[src/rtl/galetron_pkg.sv]
// Shared sequencer definitions: FSM state encoding and default widths.
package galetron_pkg;

  localparam int unsigned ADDR_W_DEFAULT = 10;
  localparam int unsigned DATA_W_DEFAULT = 32;

  typedef enum logic [1:0] {
    ST_RUN     = 2'd0,
    ST_WAIT_IO = 2'd1,
    ST_HALT    = 2'd2
  } seq_state_e;

endpackage : galetron_pkg

[src/rtl/pc_sequencer_if.sv]
// Control-unit <-> sequencer bundle.
//   master: control side; drives requests, target, ALU result, operator pulses.
//   slave : sequencer side; drives pc, flags, halted, waiting, branch_taken.
interface pc_sequencer_if #(
  parameter int unsigned ADDR_W = galetron_pkg::ADDR_W_DEFAULT,
  parameter int unsigned DATA_W = galetron_pkg::DATA_W_DEFAULT
);

  logic              jump;
  logic              bzero;
  logic              bnegative;
  logic              HLT;
  logic              enable;
  logic [ADDR_W-1:0] mainAddress;
  logic [DATA_W-1:0] alu_result;
  logic              wait_input;
  logic              input_confirm;
  logic              resume;

  logic [ADDR_W-1:0] pc;
  logic              flag_zero;
  logic              flag_negative;
  logic              halted;
  logic              waiting;
  logic              branch_taken;

  modport master (
    output jump, bzero, bnegative, HLT, enable, mainAddress, alu_result,
           wait_input, input_confirm, resume,
    input  pc, flag_zero, flag_negative, halted, waiting, branch_taken
  );

  modport slave (
    input  jump, bzero, bnegative, HLT, enable, mainAddress, alu_result,
           wait_input, input_confirm, resume,
    output pc, flag_zero, flag_negative, halted, waiting, branch_taken
  );

endinterface : pc_sequencer_if

[src/rtl/flag_register.sv]
// ALU zero/negative flag storage.
//   clock, reset  : clock, async active-low reset
//   load          : capture flags from alu_result on this edge
//   alu_result    : current ALU output
//   flag_zero/neg : registered flags
module flag_register
  import galetron_pkg::*;
#(
  parameter int unsigned DATA_W = DATA_W_DEFAULT
) (
  input  logic              clock,
  input  logic              reset,
  input  logic              load,
  input  logic [DATA_W-1:0] alu_result,
  output logic              flag_zero,
  output logic              flag_negative
);

  // Flags hold unless the sequencer asks for a load.
  always_ff @(posedge clock or negedge reset) begin
    if (!reset) begin
      flag_zero     <= 1'b0;
      flag_negative <= 1'b0;
    end else if (load) begin
      flag_zero     <= (alu_result == '0);
      flag_negative <= alu_result[DATA_W-1];
    end
  end

endmodule : flag_register

[src/rtl/pc_sequencer.sv]
// Program-counter sequencer with RUN / WAIT_IO / HALT control.
//   clock, reset : clock, async active-low reset
//   bus (slave)  : requests/target/ALU result in; pc, flags, status out
module pc_sequencer
  import galetron_pkg::*;
#(
  parameter int unsigned ADDR_W = ADDR_W_DEFAULT,
  parameter int unsigned DATA_W = DATA_W_DEFAULT
) (
  input  logic          clock,
  input  logic          reset,
  pc_sequencer_if.slave bus
);

  seq_state_e        state_q, state_d;
  logic [ADDR_W-1:0] pc_q, pc_d, pc_inc;
  logic              branch_q, branch_d;
  logic              flag_load_c;
  logic              flag_zero, flag_negative;
  logic              redirect_c;

  // Increment wraps naturally at 2^ADDR_W.
  assign pc_inc = pc_q + ADDR_W'(1);

  // Branch conditions see the registered flags, never this cycle's ALU result.
  assign redirect_c = bus.jump
                    | (bus.bzero & flag_zero)
                    | (bus.bnegative & flag_negative);

  // State, pc and redirect pulse registers.
  always_ff @(posedge clock or negedge reset) begin
    if (!reset) begin
      state_q  <= ST_RUN;
      pc_q     <= '0;
      branch_q <= 1'b0;
    end else begin
      state_q  <= state_d;
      pc_q     <= pc_d;
      branch_q <= branch_d;
    end
  end

  // Next-state / next-pc selection.
  always_comb begin
    state_d     = state_q;
    pc_d        = pc_q;
    branch_d    = 1'b0;
    flag_load_c = 1'b0;
    case (state_q)
      ST_RUN: begin
        flag_load_c = bus.enable;
        if (bus.HLT) begin
          state_d = ST_HALT;
        end else if (bus.wait_input && !bus.input_confirm) begin
          state_d = ST_WAIT_IO;
        end else if (redirect_c) begin
          pc_d     = bus.mainAddress;
          branch_d = 1'b1;
        end else begin
          pc_d = pc_inc;
        end
      end
      ST_WAIT_IO: begin
        if (bus.input_confirm) begin
          pc_d    = pc_inc;
          state_d = ST_RUN;
        end
      end
      ST_HALT: begin
        // resume beats any HLT still asserted this cycle.
        if (bus.resume) begin
          pc_d    = pc_inc;
          state_d = ST_RUN;
        end
      end
      default: state_d = ST_RUN;
    endcase
  end

  flag_register #(
    .DATA_W (DATA_W)
  ) u_flag_register (
    .clock         (clock),
    .reset         (reset),
    .load          (flag_load_c),
    .alu_result    (bus.alu_result),
    .flag_zero     (flag_zero),
    .flag_negative (flag_negative)
  );

  assign bus.pc            = pc_q;
  assign bus.flag_zero     = flag_zero;
  assign bus.flag_negative = flag_negative;
  assign bus.halted        = (state_q == ST_HALT);
  assign bus.waiting       = (state_q == ST_WAIT_IO);
  assign bus.branch_taken  = branch_q;

endmodule : pc_sequencer

[src/flat_wrapper.sv]
// flat-port wrapper written by rule: the top's interface ports become plain ports
module pc_sequencer_flat import galetron_pkg::*;
#(
  parameter int unsigned ADDR_W = ADDR_W_DEFAULT,
  parameter int unsigned DATA_W = DATA_W_DEFAULT
)
  (clock, reset, bus_jump, bus_bzero, bus_bnegative, bus_HLT, bus_enable, bus_mainAddress, bus_alu_result, bus_wait_input, bus_input_confirm, bus_resume, bus_pc, bus_flag_zero, bus_flag_negative, bus_halted, bus_waiting, bus_branch_taken);
  pc_sequencer_if #(.ADDR_W(ADDR_W), .DATA_W(DATA_W)) bus_i ();
  input  logic clock;
  input  logic reset;
  input wire logic [$bits(bus_i.jump)-1:0] bus_jump;
  input wire logic [$bits(bus_i.bzero)-1:0] bus_bzero;
  input wire logic [$bits(bus_i.bnegative)-1:0] bus_bnegative;
  input wire logic [$bits(bus_i.HLT)-1:0] bus_HLT;
  input wire logic [$bits(bus_i.enable)-1:0] bus_enable;
  input wire logic [$bits(bus_i.mainAddress)-1:0] bus_mainAddress;
  input wire logic [$bits(bus_i.alu_result)-1:0] bus_alu_result;
  input wire logic [$bits(bus_i.wait_input)-1:0] bus_wait_input;
  input wire logic [$bits(bus_i.input_confirm)-1:0] bus_input_confirm;
  input wire logic [$bits(bus_i.resume)-1:0] bus_resume;
  output wire logic [$bits(bus_i.pc)-1:0] bus_pc;
  output wire logic [$bits(bus_i.flag_zero)-1:0] bus_flag_zero;
  output wire logic [$bits(bus_i.flag_negative)-1:0] bus_flag_negative;
  output wire logic [$bits(bus_i.halted)-1:0] bus_halted;
  output wire logic [$bits(bus_i.waiting)-1:0] bus_waiting;
  output wire logic [$bits(bus_i.branch_taken)-1:0] bus_branch_taken;
  assign bus_i.jump = bus_jump;
  assign bus_i.bzero = bus_bzero;
  assign bus_i.bnegative = bus_bnegative;
  assign bus_i.HLT = bus_HLT;
  assign bus_i.enable = bus_enable;
  assign bus_i.mainAddress = bus_mainAddress;
  assign bus_i.alu_result = bus_alu_result;
  assign bus_i.wait_input = bus_wait_input;
  assign bus_i.input_confirm = bus_input_confirm;
  assign bus_i.resume = bus_resume;
  assign bus_pc = bus_i.pc;
  assign bus_flag_zero = bus_i.flag_zero;
  assign bus_flag_negative = bus_i.flag_negative;
  assign bus_halted = bus_i.halted;
  assign bus_waiting = bus_i.waiting;
  assign bus_branch_taken = bus_i.branch_taken;
  pc_sequencer #(.ADDR_W(ADDR_W), .DATA_W(DATA_W)) u_core (.clock(clock), .reset(reset), .bus(bus_i));
endmodule
[config.mk]
export PLATFORM = sky130hd
export DESIGN_NAME = pc_sequencer_flat
export DESIGN_NICKNAME = d
export VERILOG_FILES = /design/src/rtl/galetron_pkg.sv /design/src/rtl/pc_sequencer_if.sv /design/src/rtl/flag_register.sv /design/src/rtl/pc_sequencer.sv /design/src/flat_wrapper.sv
export SDC_FILE = /design/constraint.sdc
export NUM_CORES = 1
export LEC_CHECK = 0
export CAP_MARGIN = 15
export CORE_UTILIZATION = 35
export DETAILED_ROUTE_END_ITERATION = 8
export PLACE_DENSITY = 0.77
export SYNTH_ARGS = -nofsm -noshare
export SYNTH_HDL_FRONTEND = slang
export SYNTH_SLANG_ARGS = --single-unit
[constraint.sdc]
create_clock -name clock -period 3.1 [get_ports clock]
set_clock_uncertainty 0.05 [all_clocks]
set_input_delay 0.62 -clock clock [delete_from_list [all_inputs] [get_ports clock]]
set_output_delay 0.62 -clock clock [all_outputs]
set_load 0.02 [all_outputs]
==> reports/results.txt, run 1 <==
status -> complete, no violations
placed cells -> 211
RSZ-0062 raised after global routing -> no
dpl cell area -> 1720 µm²
Ports -> 67
PD cells -> 806 nW/µm²
Die ar. -> 3190 µm²
H-tree depth reported by CTS -> 1
leakage power -> 0.702 nW
sequential area share after synthesis -> 0.362
Die H -> 56.4 µm
crit start category -> flop
Commonest cells post-synth -> dfrtp_1 (15), inv_1 (9), nor4_1 (8)
Post-synth EDFFs -> 0
syn avg cell area -> 8.87 µm²
DR pass1 iterations -> 4
proportion of layout cells with a drive suffix above 1 -> 0.0543
Tcrit/Tclk final -> 0.733
initial core utilization -> 0.373
synth warn -> 0
global route overflow -> 0
vias in the first global route -> 1170
CP Data Arrival Time -> 1600 ps
global placement routability congestion -> 0.863
clock buffer depth -> 2
DRT antenna net count -> 0
Yosys reg bits -> 15
Synth Flop Type -> dfrtp_1
reg2reg setup slack -> 1190 ps
cell count after synthesis -> 117
Worst Hold Launch -> u_core.bus.pc[9]
final instance area -> 1750 µm²
worst-path maximum fanout -> 4
number of nets in the layout -> 242
post-synth top area cell -> dfrtp_1
final setup violation count -> 0
row cnt -> 19
hold_ws -> 492 ps
synth top area cells -> dfrtp_1 (36%), ha_1 (6.0%), nor4_1 (4.8%)
clk_lat worst skew -> 290 ps
syn_nets -> 174
via count -> 1201
reg2reg start -> u_core.state_q[0]
final worst slack -> 828 ps
R2R cell count -> 5
GRT Resource Usage Total -> 0.204
register area -> 375 µm²
detailed-route DRC error count -> 0
Hold Path Class -> flop to flop
crit end category -> primary output
Final Hold Fails -> 0
Sequential Power Share -> 0.271
die width -> 56.4 µm
top-count cell post-synth -> dfrtp_1
multi-input logic area -> 592 µm²
Post-synth ARST share -> 1.00
final std cells w/o fill -> 215
initial antenna violation count -> 0
Final min period -> 2270 ps
CP Class -> flop to primary output
fin. max-slew vios -> 0
Num CTS Buffers -> 3
Peak Freq -> 0.440 GHz
number of fill cells in the layout -> 234
port bufs -> 66
Unique masters post-synth -> 37
max cap viols -> 0
Pwr Total -> 1.41 mW
Worst-Margin Slew -> 716 ps
switching share of power -> 0.456
Clk pin slew, worst setup/hold paths -> 90 ps
pre-CTS setup slack -> 665 ps
DR vias/cell -> 5.59
Clock power frac -> 0.085
first-pass GRT wire length -> 5090 µm
CTS tree -> built
Inserted Diodes -> 0
Comb pwr share -> 0.644
Syn Std Cell Area -> 1040 µm²
RR Endpoint -> u_core.bus.pc[8]
cts repair resizes -> 0
worst path required time -> 2430 ps
Slew HR -> 0.521
top cell type's share of synthesized area -> 0.362
Post-Route Setup TNS -> 0 ps
clock sink total -> 15
worst vdd ir -> 0.617 mV
core outline area -> 2780 µm²
switching pwr -> 0.641 mW
synthesis-to-layout area growth -> 68.4%
WHS Endpoint -> u_core.bus.pc[9]
Hold Buf Count CTS -> 0
Finished Core Util -> 0.628
Hold Path Stages -> 2
root buffer cell -> clkbuf_4
wire per inst -> 14.2 µm
setup bufs post-CTS -> 0
post-DP HPWL -> 2450 µm
Pint -> 0.767 mW
Iteration-0 DRC Markers -> 23
largest net degree at the start of global routing -> 16
Post-Route WL -> 3050 µm
[worst max-delay path, stage by stage (launching register included)]
cell and delay, ps:
dfrtp_1 430, inv_1 100, ha_1 180, clkdlybuf4s50_1 610
[cell type report]
type	count	area share
tap	31	0.0222
timing repair buffer	68	0.387
sequential	15	0.215
clock buffer	3	0.0129
inverter	10	0.0215
clock inverter	1	0.00287
multi-input combinational	87	0.339
[kinds of logic after synthesis]
| family | share of synthesized area |
|---|---|
| mux | 0.0495 |
| compound gates | 0.242 |
| flops | 0.362 |
| simple gates | 0.218 |
| fa+ha+maj | 0.0603 |
| buf+inv | 0.0675 |
[worst max-delay path by stage]
stage / startpoint / to / slack, ps / depth (start not counted)
after global routing: u_core.state_q[0] / bus_halted / 730 / 3
after floorplan: u_core.state_q[1] / u_core.bus.pc[7] / 1380 / 7
after global placement: bus_bzero / u_core.bus.pc[2] / 690 / 6
after CTS: u_core.state_q[0] / bus_halted / 820 / 3
final: u_core.state_q[0] / bus_halted / 830 / 3
after detailed placement: bus_bzero / u_core.bus.pc[2] / 670 / 6
[power by group through the flow]
stage               clock network [mW]  registers, mW  logic, mW
floorplan                            0          0.455      0.506
global placement                     0          0.379      0.890
detailed placement                   0          0.383      0.906
CTS                              0.122          0.380      0.908
global route                     0.133          0.396      0.988
finish                           0.120          0.381      0.907
[per-layer routing]
metal,up-vias,share of wire,global-route usage
li1,587,-,-
met3,6,0.086,0.0438
met5,-,0,0
met1,539,0.42,0.244
met2,69,0.48,0.356
met4,0,0.016,0.0732
[layout by cell type (no fill, tap or decap), types with 2 or more instances in the layout]
| cell type | instances |
|---|---|
| a21oi_1 | 4 |
| a31oi_1 | 6 |
| buf_4 | 2 |
| clkbuf_4 | 3 |
| clkdlybuf4s50_1 | 66 |
| dfrtp_1 | 15 |
| ha_1 | 5 |
| inv_1 | 9 |
| mux2i_1 | 4 |
| nand2_1 | 7 |
| nand3_1 | 6 |
| nand4_1 | 6 |
| nor2_1 | 4 |
| nor2b_1 | 2 |
| nor3_1 | 4 |
| nor4_1 | 8 |
| o211ai_1 | 2 |
| o21ai_1 | 2 |
| o22a_1 | 2 |
| o22ai_1 | 7 |
| o2bb2ai_1 | 3 |
| o31ai_1 | 2 |
[state kept, by name (all words and copies together), names as in the netlist]
name and cells:
u_core.state_q 2, u_core.bus.pc 10, u_core.u_flag_register.flag_negative 1, u_core.bus.branch_taken 1, u_core.u_flag_register.flag_zero 1
Power figures use the tool's default switching activity.
==> inputs of run 2 (changes only) <==
Settings changed: CORE_UTILIZATION 35 to 32, PLACE_DENSITY 0.77 to 0.74.
Clock period 3.1 ns to 1.9 ns, I/O delays scaled along.
==> run 2 against run 1 <==
Utilization decreased by 3.2 points. Register-to-register slack got worse by 1000 ps. Non-clock buffer count rose by 8. Final cell count up 9.8%. Clock-buffer cell count is 1 higher. Sequential share of layout area shrank 0.86 points. Die area rose by 9.0%. Sequential power increased by 64%. Clock power grew 62%. Total power rose by 73%. Combinational power increased by 79%.
==> reports/results.txt, run 2 (same netlist as run 1, synthesis figures left out) <==
status -> complete, no violations (unchanged)
clk_lat worst skew -> 290 ps (about the same)
detailed-route DRC error count -> 0 (unchanged)
GRT Resource Usage Total -> 0.215 (was 0.204)
crit end category -> primary output (unchanged)
CTS tree -> built (unchanged)
proportion of layout cells with a drive suffix above 1 -> 0.0885 (was 0.0543)
max FFs per register -> 10 (unchanged)
switching share of power -> 0.453 (was 0.456)
reg2reg setup slack -> 160 ps (was 1190 ps)
Peak Freq -> 0.550 GHz
vias in the first global route -> 1288 (was 1170)
Inserted Diodes -> 0 (unchanged)
Final Hold Fails -> 0 (unchanged)
met2 Use GR -> 0.385 (was 0.356)
Ports -> 67 (unchanged)
largest net degree at the start of global routing -> 16 (unchanged)
port bufs -> 66 (unchanged)
buffers plus inverters on the worst setup path -> 1 (was 2)
Die H -> 58.9 µm (was 56.4 µm)
leakage power -> 0.744 nW (was 0.702 nW)
CP top delay family -> buffers and inverters (unchanged)
worst path required time -> 1470 ps (was 2430 ps)
pre-CTS setup slack -> -101 ps (was 665 ps)
die width -> 58.9 µm (was 56.4 µm)
number of nets in the layout -> 250 (was 242)
placed cells -> 232 (was 211)
switching pwr -> 1.10 mW (was 0.641 mW)
initial antenna violation count -> 0 (unchanged)
final setup violation count -> 0 (unchanged)
initial core utilization -> 0.340 (was 0.373)
worst-path maximum fanout -> 7 (was 4)
GRT met3 Usage -> 0.0703 (was 0.0438)
M1 GR Usage -> 0.233 (was 0.244)
Clock power frac -> 0.080 (was 0.085)
hold_ws -> 339 ps (was 492 ps)
H-tree depth reported by CTS -> 1 (unchanged)
synthesis-to-layout area growth -> 75.4% (was 68.4%)
RSZ-0062 raised after global routing -> no (unchanged)
DR pass1 iterations -> 4 (unchanged)
clock sink total -> 15 (unchanged)
CP Data Arrival Time -> 1390 ps (was 1600 ps)
Iteration-0 DRC Markers -> 35 (was 23)
post-DP HPWL -> 2660 µm (was 2450 µm)
Sequential Power Share -> 0.257 (was 0.271)
DRT antenna net count -> 0 (unchanged)
Comb pwr share -> 0.663 (was 0.644)
final std cells w/o fill -> 236 (was 215)
Hold Path Class -> input pin to asynchronous set/reset pin (was flop to flop)
Clk pin slew, worst setup/hold paths -> 100 ps (was 90 ps)
Finished Core Util -> 0.596 (was 0.628)
row cnt -> 20 (was 19)
Critical Path Max Stage Delay -> 640 ps (was 610 ps)
worst-path cell chain -> clkdlybuf4s50_1 (was inv_1 > ha_1 > clkdlybuf4s50_1)
DR vias/cell -> 5.34 (was 5.59)
Final min period -> 1820 ps
crit start category -> flop (unchanged)
Slew HR -> 0.738 (was 0.521)
fin. max-slew vios -> 0 (unchanged)
final worst slack -> 81.5 ps (was 828 ps)
Pwr Total -> 2.44 mW (was 1.41 mW)
global placement routability congestion -> 0.840 (was 0.863)
Num CTS Buffers -> 3 (unchanged)
Pint -> 1.33 mW (was 0.767 mW)
Die ar. -> 3470 µm² (was 3190 µm²)
leading cell type in the layout, fill and taps excluded -> clkdlybuf4s50_1 (unchanged)
worst vdd ir -> 0.564 mV (was 0.617 mV)
via count -> 1261 (was 1201)
Worst-Margin Slew -> 393 ps (was 716 ps)
global route overflow -> 0 (unchanged)
Tcrit/Tclk final -> 0.957
most frequent cells in the layout -> clkdlybuf4s50_1 (64), dfrtp_1 (15), buf_4 (10), inv_1 (9), nor4_1 (8) (was clkdlybuf4s50_1 (66), dfrtp_1 (15), inv_1 (9), nor4_1 (8))
max cap viols -> 0 (unchanged)
GR peak layer -> met2 (unchanged)
Post-Route WL -> 3340 µm (was 3050 µm)
core outline area -> 3050 µm² (was 2780 µm²)
clock buffer depth -> 2 (unchanged)
root buffer cell -> clkbuf_4 (unchanged)
first-pass GRT wire length -> 5560 µm (was 5090 µm)
PD cells -> 1340 nW/µm² (was 806 nW/µm²)
CP max stage cell -> clkdlybuf4s50_1 (unchanged)
wire per inst -> 14.1 µm (was 14.2 µm)
CP Class -> flop to primary output (unchanged)
[run 2: cell types whose count changed in the layout (fill, tap and decap cells not counted)]
cell and change:
buf_4 +8, clkinv_2 -1, clkdlybuf4s50_1 -2, dlygate4sd2_1 +2, clkbuf_1 +1
[run 2: final cells by class]
cell class              instances  area (µm²)
inverters                      10        37.5
clock buffers                   4        26.3
flip-flops and latches         15         375
well taps                      44        55.1
repair buffers                 76         733
multi-input cells              87         592
fillers                       294        1230
[run 2: worst register-to-register path, stage by stage (launching register included)]
cell,delay [ps]
dfrtp_1,420
inv_1,90
ha_1,350
or2_1,260
buf_4,170
a31oi_1,170
a2bb2oi_1,170
[run 2: power groups by stage]
stage | Combinational, mW | Clock (mW) | Sequential, mW
floorplan | 0.825 | 0 | 0.743
global placement | 1.57 | 0 | 0.620
detailed placement | 1.61 | 0 | 0.629
CTS | 1.61 | 0.192 | 0.622
global route | 1.76 | 0.221 | 0.645
finish | 1.62 | 0.195 | 0.626
[run 2: per-layer routing]
layer  share of wire  wire, µm  vias up
li1                -         -      600
met1            0.41      1350      588
met2            0.48      1610       68
met3            0.10       339        5
met4           0.011        38        0
met5               0         0        -
[run 2: worst paths after layout]
check / depth (start not counted) / start / end
min in group clock: 2 / u_core.bus.pc[9] / u_core.bus.pc[9]
min reg2reg: 2 / u_core.bus.pc[9] / u_core.bus.pc[9]
min: 2 / reset / u_core.bus.pc[3]
max reg2reg: 6 / u_core.state_q[0] / u_core.bus.pc[9]
max: 1 / u_core.bus.pc[4] / bus_pc[4]
max in group asynchronous: 2 / reset / u_core.u_flag_register.flag_zero
[run 2: per-stage QoR]
step | TNS, ps | cell area, µm²
after floorplan | 0 | 1040
after global placement | -362 | 1800
after detailed placement | -590 | 1800
after CTS | 0 | 1820
after global routing | 0 | 1820
final | 0 | 1820
[run 2: repair_timing]
item,CTS,global route
setup buffers,0,0
endpoints found under the setup margin,2,0
hold buffers,0,0
resized for setup,2,0
==> inputs of run 3 (changes only) <==
Settings changed: CORE_UTILIZATION 32 to 35, PLACE_DENSITY 0.74 to 0.76, SYNTH_HIERARCHICAL set to 1.
Clock period 1.9 ns to 2.3 ns, I/O delays scaled along.
==> run 3 against run 2 <==
The flow now finishes with violations (design-rule violations). Via count shrank 6.5%. Clock-buffer cell count unchanged. Critical endpoint is now bus_halted. Total power down 20%. Synthesized cell count fell by 3.4%. Die area down 3.8%.
==> reports/results.txt, run 3 <==
detailed-route DRC error count -> 5 (was 0)
Inserted Diodes -> 0 (unchanged)
global placement routability congestion -> 0.813 (was 0.840)
failing checks -> design-rule violations
clock sink total -> 15 (unchanged)
cell count after synthesis -> 113 (was 117)
syn_nets -> 169 (was 174)
first-pass GRT wire length -> 5330 µm (was 5560 µm)
root buffer cell -> clkbuf_4 (unchanged)
RSZ-0062 raised after global routing -> no (unchanged)
synth top area cells -> dfrtp_1 (34%), a211oi_1 (4.8%), ha_1 (4.6%) (was dfrtp_1 (36%), ha_1 (6.0%), nor4_1 (4.8%))
core outline area -> 2850 µm² (was 3050 µm²)
CTS tree -> built (unchanged)
WHS Endpoint -> u_core/bus.pc[9]
proportion of layout cells with a drive suffix above 1 -> 0.0829 (was 0.0885)
GRT Resource Usage Total -> 0.205 (was 0.215)
synth warn -> 6 (was 0)
Post-Route WL -> 3280 µm (was 3340 µm)
crit start category -> flop (unchanged)
met3 wire len -> 208 µm (was 339 µm)
fin. max-slew vios -> 0 (unchanged)
status -> complete, but fails checks (was complete, no violations)
sequential area share after synthesis -> 0.344 (was 0.362)
Hold Path Stages -> 1
Metal-1 WL -> 1340 µm (was 1350 µm)
CP Data Arrival Time -> 1560 ps (was 1390 ps)
via count -> 1179 (was 1261)
global route overflow -> 0 (unchanged)
CP Class -> flop to primary output (unchanged)
leading cell type in the layout, fill and taps excluded -> clkdlybuf4s50_1 (unchanged)
syn avg cell area -> 9.64 µm² (was 8.87 µm²)
initial antenna violation count -> 0 (unchanged)
final worst slack -> 231 ps (was 81.5 ps)
most frequent cells in the layout -> clkdlybuf4s50_1 (66), dfrtp_1 (15), inv_1 (7), a211oi_1 (7) (was clkdlybuf4s50_1 (64), dfrtp_1 (15), buf_4 (10), inv_1 (9), nor4_1 (8))
Final min period -> 2070 ps
Sequential Power Share -> 0.269 (was 0.257)
Unique masters post-synth -> 41 (was 37)
PD cells -> 1080 nW/µm² (was 1340 nW/µm²)
final setup violation count -> 0 (unchanged)
Pwr Total -> 1.96 mW (was 2.44 mW)
Worst Hold Launch -> u_core/bus.pc[9]
synthesis-to-layout area growth -> 65.9% (was 75.4%)
RR Endpoint -> u_core/bus.pc[0] (was u_core.bus.pc[9])
clk_lat worst skew -> 280 ps (was 290 ps)
Ports -> 67 (unchanged)
leakage power -> 0.679 nW (was 0.744 nW)
crit end category -> primary output (unchanged)
cts repair resizes -> 0 (was 2)
Slew HR -> 0.548 (was 0.738)
max cap viols -> 0 (unchanged)
clock buffer depth -> 2 (unchanged)
DR vias/cell -> 5.56 (was 5.34)
WL met2 -> 1660 µm (was 1610 µm)
switching pwr -> 0.880 mW (was 1.10 mW)
post-DP HPWL -> 2630 µm (was 2660 µm)
Syn Std Cell Area -> 1090 µm² (was 1040 µm²)
Yosys reg bits -> 15 (unchanged)
switching share of power -> 0.450 (was 0.453)
Die ar. -> 3340 µm² (was 3470 µm²)
worst vdd ir -> 0.505 mV (was 0.564 mV)
Peak Freq -> 0.483 GHz
Synth Flop Type -> dfrtp_1 (unchanged)
Post-synth EDFFs -> 0 (unchanged)
Clock power frac -> 0.078 (was 0.080)
H-tree depth reported by CTS -> 1 (unchanged)
top-count cell post-synth -> dfrtp_1 (unchanged)
Commonest cells post-synth -> dfrtp_1 (15), a211oi_1 (7), inv_1 (7) (was dfrtp_1 (15), inv_1 (9), nor4_1 (8))
Post-Route Setup TNS -> 0 ps (unchanged)
max FFs per register -> 10 (unchanged)
largest net degree at the start of global routing -> 20 (was 16)
Worst-Margin Slew -> 675 ps (was 393 ps)
Hold Buf Count CTS -> 0 (unchanged)
top cell type's share of synthesized area -> 0.344 (was 0.362)
row cnt -> 19 (was 20)
worst path required time -> 1790 ps (was 1470 ps)
top sig layer -> met4 (unchanged)
port bufs -> 66 (unchanged)
worst-path maximum fanout -> 3 (was 7)
reg2reg start -> u_core/state_q[0] (was u_core.state_q[0])
DRT antenna net count -> 0 (unchanged)
Tcrit/Tclk final -> 0.899
setup bufs post-CTS -> 0 (unchanged)
Post-synth ARST share -> 1.00 (unchanged)
vias in the first global route -> 1196 (was 1288)
DR pass1 iterations -> 6 (was 4)
number of nets in the layout -> 238 (was 250)
Num CTS Buffers -> 3 (unchanged)
initial core utilization -> 0.382 (was 0.340)
Iteration-0 DRC Markers -> 62 (was 35)
Final Hold Fails -> 0 (unchanged)
Comb pwr share -> 0.653 (was 0.663)
Clk pin slew, worst setup/hold paths -> 90 ps (was 100 ps)
reg2reg setup slack -> 280 ps (was 160 ps)
R2R cell count -> 6 (unchanged)
post-synth top area cell -> dfrtp_1 (unchanged)
Die H -> 57.8 µm (was 58.9 µm)
Hold Path Class -> flop to flop (was input pin to asynchronous set/reset pin)
Pint -> 1.08 mW (was 1.33 mW)
wire per inst -> 15.5 µm (was 14.1 µm)
die width -> 57.8 µm (was 58.9 µm)
pre-CTS setup slack -> 211 ps (was -101 ps)
## run 3: changes by cell type in the layout (fill, tap and decap cells not counted), sizes merged, moves of 3 or more
cell	before	now
buf	10	4
a31oi	6	1
nand3	6	3
o22ai	7	4
nand2	7	3
o2bb2ai	3	0
a211oi	0	7
## run 3: critical path: stages, from the launching register on
cell             delay (ps)
dfrtp_1                 410
inv_1                    90
ha_1                    170
clkdlybuf4s50_1         610
## run 3: power groups by stage
stage,combinational [mW],clock [mW],sequential [mW]
floorplan,0.707,0,0.624
global placement,1.24,0,0.524
detailed placement,1.27,0,0.533
CTS,1.27,0.159,0.527
global route,1.38,0.173,0.548
finish,1.28,0.154,0.526
## run 3: layer usage
layer  global-route usage  up-vias
met5                    0        -
met4               0.0782        0
met3               0.0379        8
met2                0.368       42
met1                0.241      548
li1                     -      581
## run 3: how the worst max path moves through the flow
stage	startpoint	endpoint	slack, ps	cells after the start
after detailed placement	bus_HLT	u_core/bus.pc[0]	210	6
after global routing	u_core/state_q[0]	u_core/bus.pc[0]	130	6
after CTS	u_core/state_q[0]	bus_halted	220	3
final	u_core/state_q[0]	bus_halted	230	3
after floorplan	u_core/state_q[0]	u_core/bus.pc[0]	430	8
after global placement	bus_bzero	u_core/bus.pc[0]	250	6
## run 3: cells by family after synthesis
family                   share of synthesized area
AND/OR/NAND/NOR                              0.245
AO/OA/AOI/OAI                                0.266
buffers and inverters                       0.0700
adder cells (fa/ha/maj)                     0.0459
flip-flops                                   0.344
multiplexers                                0.0287
## run 3: final cells by class
class                      instances  area [µm²]
multi-input combinational         85         638
clock buffer                       4        26.3
timing repair buffer              70         703
inverter                           7        26.3
fill                             246        1040
tap                               31        38.8
sequential                        15         375
## run 3: per-stage QoR
stage	cell area, µm²	hold WS (ps)	instances	utilization
final	1810	473	212	0.634
after global placement	1780	451	208	0.625
after global routing	1810	503	212	0.634
after CTS	1810	479	212	0.634
after floorplan	1090	114	113	-
after detailed placement	1780	457	208	0.625
